==> config.mk <==
export PLATFORM = sky130hd
export DESIGN_NAME = seg7_reader
export DESIGN_NICKNAME = d
export VERILOG_FILES = /design/src/rtl/seg7_pkg.sv /design/src/rtl/seg7_encode.sv /design/src/rtl/seg7_reader.sv
export SDC_FILE = /design/constraint.sdc
export NUM_CORES = 1
export LEC_CHECK = 0
export ABC_AREA = 1
export CORE_ASPECT_RATIO = 0.9
export CORE_UTILIZATION = 51
export CTS_CLUSTER_SIZE = 28
export DETAILED_ROUTE_END_ITERATION = 8
export PLACE_DENSITY = 0.85
export SETUP_SLACK_MARGIN = 0.4
export SYNTH_ARGS = -nofsm -noshare
export SYNTH_HDL_FRONTEND = slang
export SYNTH_SLANG_ARGS = --single-unit
==> constraint.sdc <==
create_clock -name clk -period 1.7 [get_ports clk]
set_input_delay 0.255 -clock clk [delete_from_list [all_inputs] [get_ports clk]]
set_output_delay 0.255 -clock clk [all_outputs]
set_load 0.03 [all_outputs]
==> src/rtl/seg7_pkg.sv <==
// Shared seven-segment definitions: active-low hex glyph patterns
// (bit0 = segment a ... bit6 = segment g), the blank pattern and the
// step-direction encodings. Also used by the HEX display decoder.
package seg7_pkg;

  localparam logic [6:0] SEG_0     = 7'b1000000;
  localparam logic [6:0] SEG_1     = 7'b1111001;
  localparam logic [6:0] SEG_2     = 7'b0100100;
  localparam logic [6:0] SEG_3     = 7'b0110000;
  localparam logic [6:0] SEG_4     = 7'b0011001;
  localparam logic [6:0] SEG_5     = 7'b0010010;
  localparam logic [6:0] SEG_6     = 7'b0000010;
  localparam logic [6:0] SEG_7     = 7'b1111000;
  localparam logic [6:0] SEG_8     = 7'b0000000;
  localparam logic [6:0] SEG_9     = 7'b0010000;
  localparam logic [6:0] SEG_A     = 7'b0001000;
  localparam logic [6:0] SEG_B     = 7'b0000011;
  localparam logic [6:0] SEG_C     = 7'b1000110;
  localparam logic [6:0] SEG_D     = 7'b0100001;
  localparam logic [6:0] SEG_E     = 7'b0000110;
  localparam logic [6:0] SEG_F     = 7'b0001110;
  localparam logic [6:0] SEG_BLANK = 7'b1111111;

  typedef enum logic [1:0] {
    DIR_NONE = 2'b00,
    DIR_UP   = 2'b01,
    DIR_DOWN = 2'b10
  } dir_t;

endpackage

==> src/rtl/seg7_encode.sv <==
// Combinational seven-segment to hex encoder. The single place where the
// glyph table is decoded; hit flags a recognised glyph, blank flags all-off.
module seg7_encode
  import seg7_pkg::*;
(
  input  logic [6:0] pattern,
  output logic [3:0] code,
  output logic       hit,
  output logic       blank
);

  // Look the pattern up in the glyph table; anything else is a miss
  always_comb begin
    code  = 4'h0;
    hit   = 1'b1;
    blank = 1'b0;
    case (pattern)
      SEG_0: code = 4'h0;
      SEG_1: code = 4'h1;
      SEG_2: code = 4'h2;
      SEG_3: code = 4'h3;
      SEG_4: code = 4'h4;
      SEG_5: code = 4'h5;
      SEG_6: code = 4'h6;
      SEG_7: code = 4'h7;
      SEG_8: code = 4'h8;
      SEG_9: code = 4'h9;
      SEG_A: code = 4'hA;
      SEG_B: code = 4'hB;
      SEG_C: code = 4'hC;
      SEG_D: code = 4'hD;
      SEG_E: code = 4'hE;
      SEG_F: code = 4'hF;
      default: begin
        hit   = 1'b0;
        blank = (pattern == SEG_BLANK);
      end
    endcase
  end

endmodule

==> src/rtl/seg7_reader.sv <==
// Reads an asynchronous active-low seven-segment pattern, debounces it,
// decodes it to a hex value and tracks counting direction and down-steps.
// A change on seg that stays put is reported STABLE_CYCLES+2 edges later.
module seg7_reader
  import seg7_pkg::*;
#(
  parameter int STABLE_CYCLES = 4,
  parameter int CNT_W         = 8
) (
  input  logic             clk,
  input  logic             rst,
  input  logic             en,
  input  logic [6:0]       seg,
  output logic [3:0]       value,
  output logic             valid,
  output logic             new_val,
  output logic             err,
  output logic [1:0]       dir,
  output logic [CNT_W-1:0] step_cnt
);

  // The counter saturates at STABLE_CYCLES-1; acceptance fires on the edge
  // that takes it there, so the pulse appears without an extra cycle.
  localparam logic [7:0] STAB_MAX = 8'(STABLE_CYCLES - 1);
  localparam logic [7:0] STAB_PRE = 8'(STABLE_CYCLES - 2);

  logic [6:0] sync1;
  logic [6:0] sync2;
  logic [6:0] cand;
  logic [6:0] last;
  logic [7:0] stab_cnt;
  dir_t       dir_q;

  logic       same;
  logic       accept;
  logic [3:0] code;
  logic       hit;
  logic       blank;
  logic [3:0] value_dn;
  logic [3:0] value_up;

  seg7_encode u_encode (
    .pattern (cand),
    .code    (code),
    .hit     (hit),
    .blank   (blank)
  );

  assign dir = dir_q;

  // Two-flop synchronizer; reset to blank so nothing is decoded at start-up
  always_ff @(posedge clk or negedge rst) begin
    if (!rst) begin
      sync1 <= SEG_BLANK;
      sync2 <= SEG_BLANK;
    end else begin
      sync1 <= seg;
      sync2 <= sync1;
    end
  end

  // Acceptance decision and wrap-around neighbours of the current value
  always_comb begin
    same     = (sync2 == cand);
    accept   = same && (stab_cnt >= STAB_PRE) && (cand != last) && en;
    value_dn = value - 4'd1;
    value_up = value + 4'd1;
  end

  // Candidate tracking: any difference restarts the stability count
  always_ff @(posedge clk or negedge rst) begin
    if (!rst) begin
      cand     <= SEG_BLANK;
      stab_cnt <= 8'd0;
    end else if (!same) begin
      cand     <= sync2;
      stab_cnt <= 8'd0;
    end else if (stab_cnt != STAB_MAX) begin
      stab_cnt <= stab_cnt + 8'd1;
    end
  end

  // Registered outputs updated once per accepted pattern
  always_ff @(posedge clk or negedge rst) begin
    if (!rst) begin
      last     <= SEG_BLANK;
      value    <= 4'h0;
      valid    <= 1'b0;
      new_val  <= 1'b0;
      err      <= 1'b0;
      dir_q    <= DIR_NONE;
      step_cnt <= '0;
    end else begin
      new_val <= 1'b0;
      err     <= 1'b0;
      if (accept) begin
        last <= cand;
        if (hit) begin
          value   <= code;
          valid   <= 1'b1;
          new_val <= 1'b1;
          if (valid && (code == value_dn)) begin
            dir_q <= DIR_DOWN;
            if (step_cnt != '1)
              step_cnt <= step_cnt + CNT_W'(1);
          end else if (valid && (code == value_up)) begin
            dir_q <= DIR_UP;
          end else begin
            dir_q <= DIR_NONE;
          end
        end else begin
          valid <= 1'b0;
          dir_q <= DIR_NONE;
          err   <= !blank;
        end
      end
    end
  end

endmodule

==> impl_metrics.toml <==
[status]
run_status = "finished, violations left"
failed_checks = "negative setup slack"

[place]
place_ws_ps = -367
numPlacedInstances = 441
gp_congestion = 0.846
detailedPlacementHpwl_um = 4010
placed_cell_area_um2 = 3350
place.port_buffers = 26

[clock_network]
cts_num_sinks = 53
clock_tree.buffer_depth = 2
tritoncts = "built"
clock_latency_ps = 310
clock-root-buffer = "sky130_fd_sc_hd__clkbuf_8"
cts_buffers = 5
cts.htree.levels = 2
clk_pin_slew_worst_paths_ps = 100

[global_route]
gr-usage-all-layers_pct = 25.1
gr-usage-met1_pct = 33.0
globalRouteOverflowTotal = 0
busiest_layer = "met2"
met2_usage_pct = 42.1
grt_pass1_vias = 2404
grt_first_pass_wirelength_um = 11200
grt_start_max_net_pins = 36
grt_antenna_before_repair = 0
use_met3_pct = 4.13

[hold_path]
kind_of_path_behind_the_tightest_hold_check = "primary input to register"

[synthesis]
synth_cell_type_count = 31
yosysWarningCount = 0
mappedNetlistNets = 346
synth_simple_gate_area_share_pct = 28.2
yosys_most_used_dff = "sky130_fd_sc_hd__dfstp_2"
fraction_of_the_mapped_netlist_area_in_adder_cells_pct = 2.20
post_synth_mux_area_share_pct = 0
post_synth_instance_area_um2 = 2840
synth_enable_flop_cells = 0
sequential_area_share_after_synthesis_pct = 47.9
synth-compound-area-share_pct = 4.05
combinational_family_with_the_most_area_after_synthesis = "simple AND/OR/NAND/NOR gates"
async_reset_ff_share_pct = 100
syn-mean-instance-area_um2 = 8.59
fraction_of_synthesized_cell_area_in_xor_and_xnor_cells_pct = 9.15
synth_seq_cells = 53
netlist_instances = 331

[die]
design.core.area_um2 = 5320
std_cell_rows = 25
die_w_um = 80.7
die_h_um = 72.8
initial_core_util_pct = 53.5
design.portCount = 27
dieArea_um2 = 5880

[route]
drc = 0
route.final.wire_length_um = 8400
final_antenna_net_count = 0
avgRoutedWirePerCell_um = 17.9
via_per_inst = 5.85
dr.first_iter.drc_count = 287
drt-pass1-iter-count = 5
via_count = 2739

[power_and_ir_drop]
clkPwrFrac_pct = 32.4
netSwitchingFraction_pct = 25.5
internal_power_mw = 1.77
power.static_leakage_nw = 1.84
share_comb_of_total_power_pct = 11.2
peakVddDrop_v = 0.000611
seq_power_share_pct = 56.4
switchingPower_uw = 604
pwr_density_cell_nw_per_um2 = 602

[sta]
timing_worst_slew_pin_value_ps = 468
fmax_mhz = 430
grt_setup_unrepaired = "yes"
min_period_ps = 2330
max_slew_margin_pct = 68.8
fin_crit_sh_pct = 137
timing_max_transition_violations_final = 0
fin_skew_ps = 6.07
setup_viol_count_final = 32
postLayoutSetupSlackWorst_ps = -627
number_of_failing_hold_endpoints_at_the_final_stage = 0

[finish]
num-fill-cells = 329
final_cells = 468
fin_area_um2 = 3940
areaGrowthSynthToFinish_pct = 38.6
antenna-diode-count = 0
finalCoreUtilization_pct = 74.1
final_net_count = 415
drive_gt1_share_pct = 46.9

[worst_setup_path]
endpoint = "step_cnt[3]"
setup.worst_path.end_class = "register"
crit_path_max_fanout = 9
r2r_end = "step_cnt[3]"
kind_of_launch_point_of_the_worst_setup_path = "register"
worst_r2r_startpoint = "cand[1]"
worstPathArrival_ps = 2580
required_time_worst_endpoint_ps = 1950
path_class = "register to register"
reg2regPathDepth = 13
reg2reg_setup_slack_ps = -630
worstSetupStartpoint = "cand[1]"

[flow_run]
cap_viol_max_count = 0
[synthesized netlist by cell type, types with 2 or more instances]
cell / instances / area, um^2
sky130_fd_sc_hd__nand2_1: 87 / 327
sky130_fd_sc_hd__nor2_1: 38 / 143
sky130_fd_sc_hd__dfstp_2: 28 / 736
sky130_fd_sc_hd__dfrtp_1: 25 / 626
sky130_fd_sc_hd__inv_1: 21 / 78.8
sky130_fd_sc_hd__xor2_1: 19 / 166
sky130_fd_sc_hd__nand3_1: 15 / 75.1
sky130_fd_sc_hd__inv_2: 11 / 41.3
sky130_fd_sc_hd__nand4_1: 11 / 68.8
sky130_fd_sc_hd__o21ai_0: 10 / 50.1
sky130_fd_sc_hd__clkbuf_1: 8 / 30.0
sky130_fd_sc_hd__buf_6: 7 / 78.8
sky130_fd_sc_hd__xnor2_1: 7 / 61.3
sky130_fd_sc_hd__a21oi_1: 5 / 25.0
sky130_fd_sc_hd__ha_1: 5 / 62.6
sky130_fd_sc_hd__nor2_2: 5 / 31.3
sky130_fd_sc_hd__nor3_1: 5 / 25.0
sky130_fd_sc_hd__o21ai_1: 5 / 25.0
sky130_fd_sc_hd__nand2_2: 3 / 18.8
sky130_fd_sc_hd__nand3_2: 2 / 20.0
sky130_fd_sc_hd__nor3_4: 2 / 32.5
sky130_fd_sc_hd__nor4_1: 2 / 12.5
sky130_fd_sc_hd__xnor2_2: 2 / 32.5
[per-stage QoR]
step	hold slack, ps	total power [mW]	TNS, ps
detailed placement	231	1.55	-4340
floorplan	-40.6	1.46	-1840
global route	328	2.45	-12610
finish	334	2.37	-10800
CTS	329	2.35	-3830
global placement	219	1.54	-3470
[logic make-up after synthesis]
kind of cell             after synthesis
XOR/XNOR                              28
adder cells (fa/ha/maj)                5
AO/OA/AOI/OAI                         22
buffers and inverters                 49
AND/OR/NAND/NOR                      174
flip-flops                            53
[power groups by stage]
| stage | logic (mW) | registers [mW] | clock network [mW] |
|---|---|---|---|
| 6_report | 0.265 | 1.34 | 0.768 |
| 5_1_grt | 0.280 | 1.34 | 0.828 |
| 4_1_cts | 0.221 | 1.33 | 0.792 |
| 3_5_place_dp | 0.191 | 1.35 | 0 |
| 3_3_place_gp | 0.188 | 1.35 | 0 |
| 2_1_floorplan | 0.119 | 1.34 | 0 |
[how the worst min path moves through the flow]
| stage | start | end | slack [ps] | cells past startpoint |
|---|---|---|---|---|
| 4_1_cts | seg[6] | sync1[6] | 330 | 1 |
| 3_5_place_dp | rst | stab_cnt[4] | 230 | 1 |
| 6_report | seg[3] | sync1[3] | 330 | 1 |
| 2_1_floorplan | rst | dir[0] | -40 | 0 |
| 3_3_place_gp | rst | stab_cnt[4] | 220 | 1 |
| 5_1_grt | seg[3] | sync1[3] | 330 | 1 |
[routing by layer]
metal / vias to the layer above / share of wire [%]
met2: 194 / 48
met1: 1300 / 38
met5: - / 0
met4: 0 / 4.9
met3: 57 / 8.5
li1: 1188 / -
[cell usage in the layout, fill, tap and decap left out, types with 3 or more instances in the layout]
cell | synthesis | layout
sky130_fd_sc_hd__a21oi_1 | 5 | 4
sky130_fd_sc_hd__dfstp_2 | 28 | 28
sky130_fd_sc_hd__nand4_1 | 11 | 11
sky130_fd_sc_hd__xnor2_1 | 7 | 3
sky130_fd_sc_hd__nand3_1 | 15 | 14
sky130_fd_sc_hd__nand2_1 | 87 | 65
sky130_fd_sc_hd__inv_4 | 0 | 3
sky130_fd_sc_hd__nor3_1 | 5 | 3
sky130_fd_sc_hd__o21ai_1 | 5 | 5
sky130_fd_sc_hd__nor2_1 | 38 | 27
sky130_fd_sc_hd__nor2_2 | 5 | 7
sky130_fd_sc_hd__inv_1 | 21 | 18
sky130_fd_sc_hd__xor2_1 | 19 | 18
sky130_fd_sc_hd__clkdlybuf4s50_1 | 0 | 8
sky130_fd_sc_hd__clkdlybuf4s15_2 | 0 | 4
sky130_fd_sc_hd__ha_1 | 5 | 5
sky130_fd_sc_hd__nor2_4 | 1 | 10
sky130_fd_sc_hd__xnor2_2 | 2 | 6
sky130_fd_sc_hd__dfrtp_1 | 25 | 24
sky130_fd_sc_hd__clkbuf_8 | 0 | 6
sky130_fd_sc_hd__nand2_2 | 3 | 23
sky130_fd_sc_hd__buf_6 | 7 | 17
sky130_fd_sc_hd__buf_12 | 0 | 3
sky130_fd_sc_hd__inv_2 | 11 | 10
sky130_fd_sc_hd__buf_2 | 1 | 7
sky130_fd_sc_hd__buf_4 | 1 | 33
sky130_fd_sc_hd__o21ai_2 | 0 | 6
[state kept, by name, indices dropped and copies added, names as in the netlist]
signal	count
value	4
new_val	1
step_cnt	8
err	1
last	7
dir	2
cand	7
stab_cnt	8
sync1	7
valid	1
sync2	7
[critical path, stage by stage (launching register included)]
cell and delay (ps):
sky130_fd_sc_hd__dfstp_2 610, sky130_fd_sc_hd__nand2_2 130, sky130_fd_sc_hd__nor2_1 190, sky130_fd_sc_hd__nand2_1 150, sky130_fd_sc_hd__inv_2 120, sky130_fd_sc_hd__nor2_2 50, sky130_fd_sc_hd__nand2_1 100, sky130_fd_sc_hd__nand2_1 110
sky130_fd_sc_hd__nand2_1 100, sky130_fd_sc_hd__nand2_2 100, sky130_fd_sc_hd__nor3_4 190, sky130_fd_sc_hd__buf_12 160, sky130_fd_sc_hd__nand4_1 120, sky130_fd_sc_hd__nand2_1 110
[repair_timing]
| action | 4_1_cts | 5_1_grt |
|---|---|---|
| buffers inserted | 10 | 5 |
| cloned | 3 | 0 |
| hold endpoints to repair | 7 | 0 |
| pin swaps | 3 | 12 |
| setup endpoints to repair | 49 | 41 |
| hold buffers | 1 | 0 |
| gates resized for setup | 133 | 42 |
[area by class of cell]
type	count	area, um^2	share of cell area, %
multi-input cells	229	1500	38.1
flip-flops and latches	53	1360	34.6
repair buffers	79	759	19.3
inverters	32	135	3.43
well taps	67	83.8	2.13
clock buffers	6	82.6	2.10
clock inverters	2	16.3	0.413
Power figures use the tool's default switching activity.
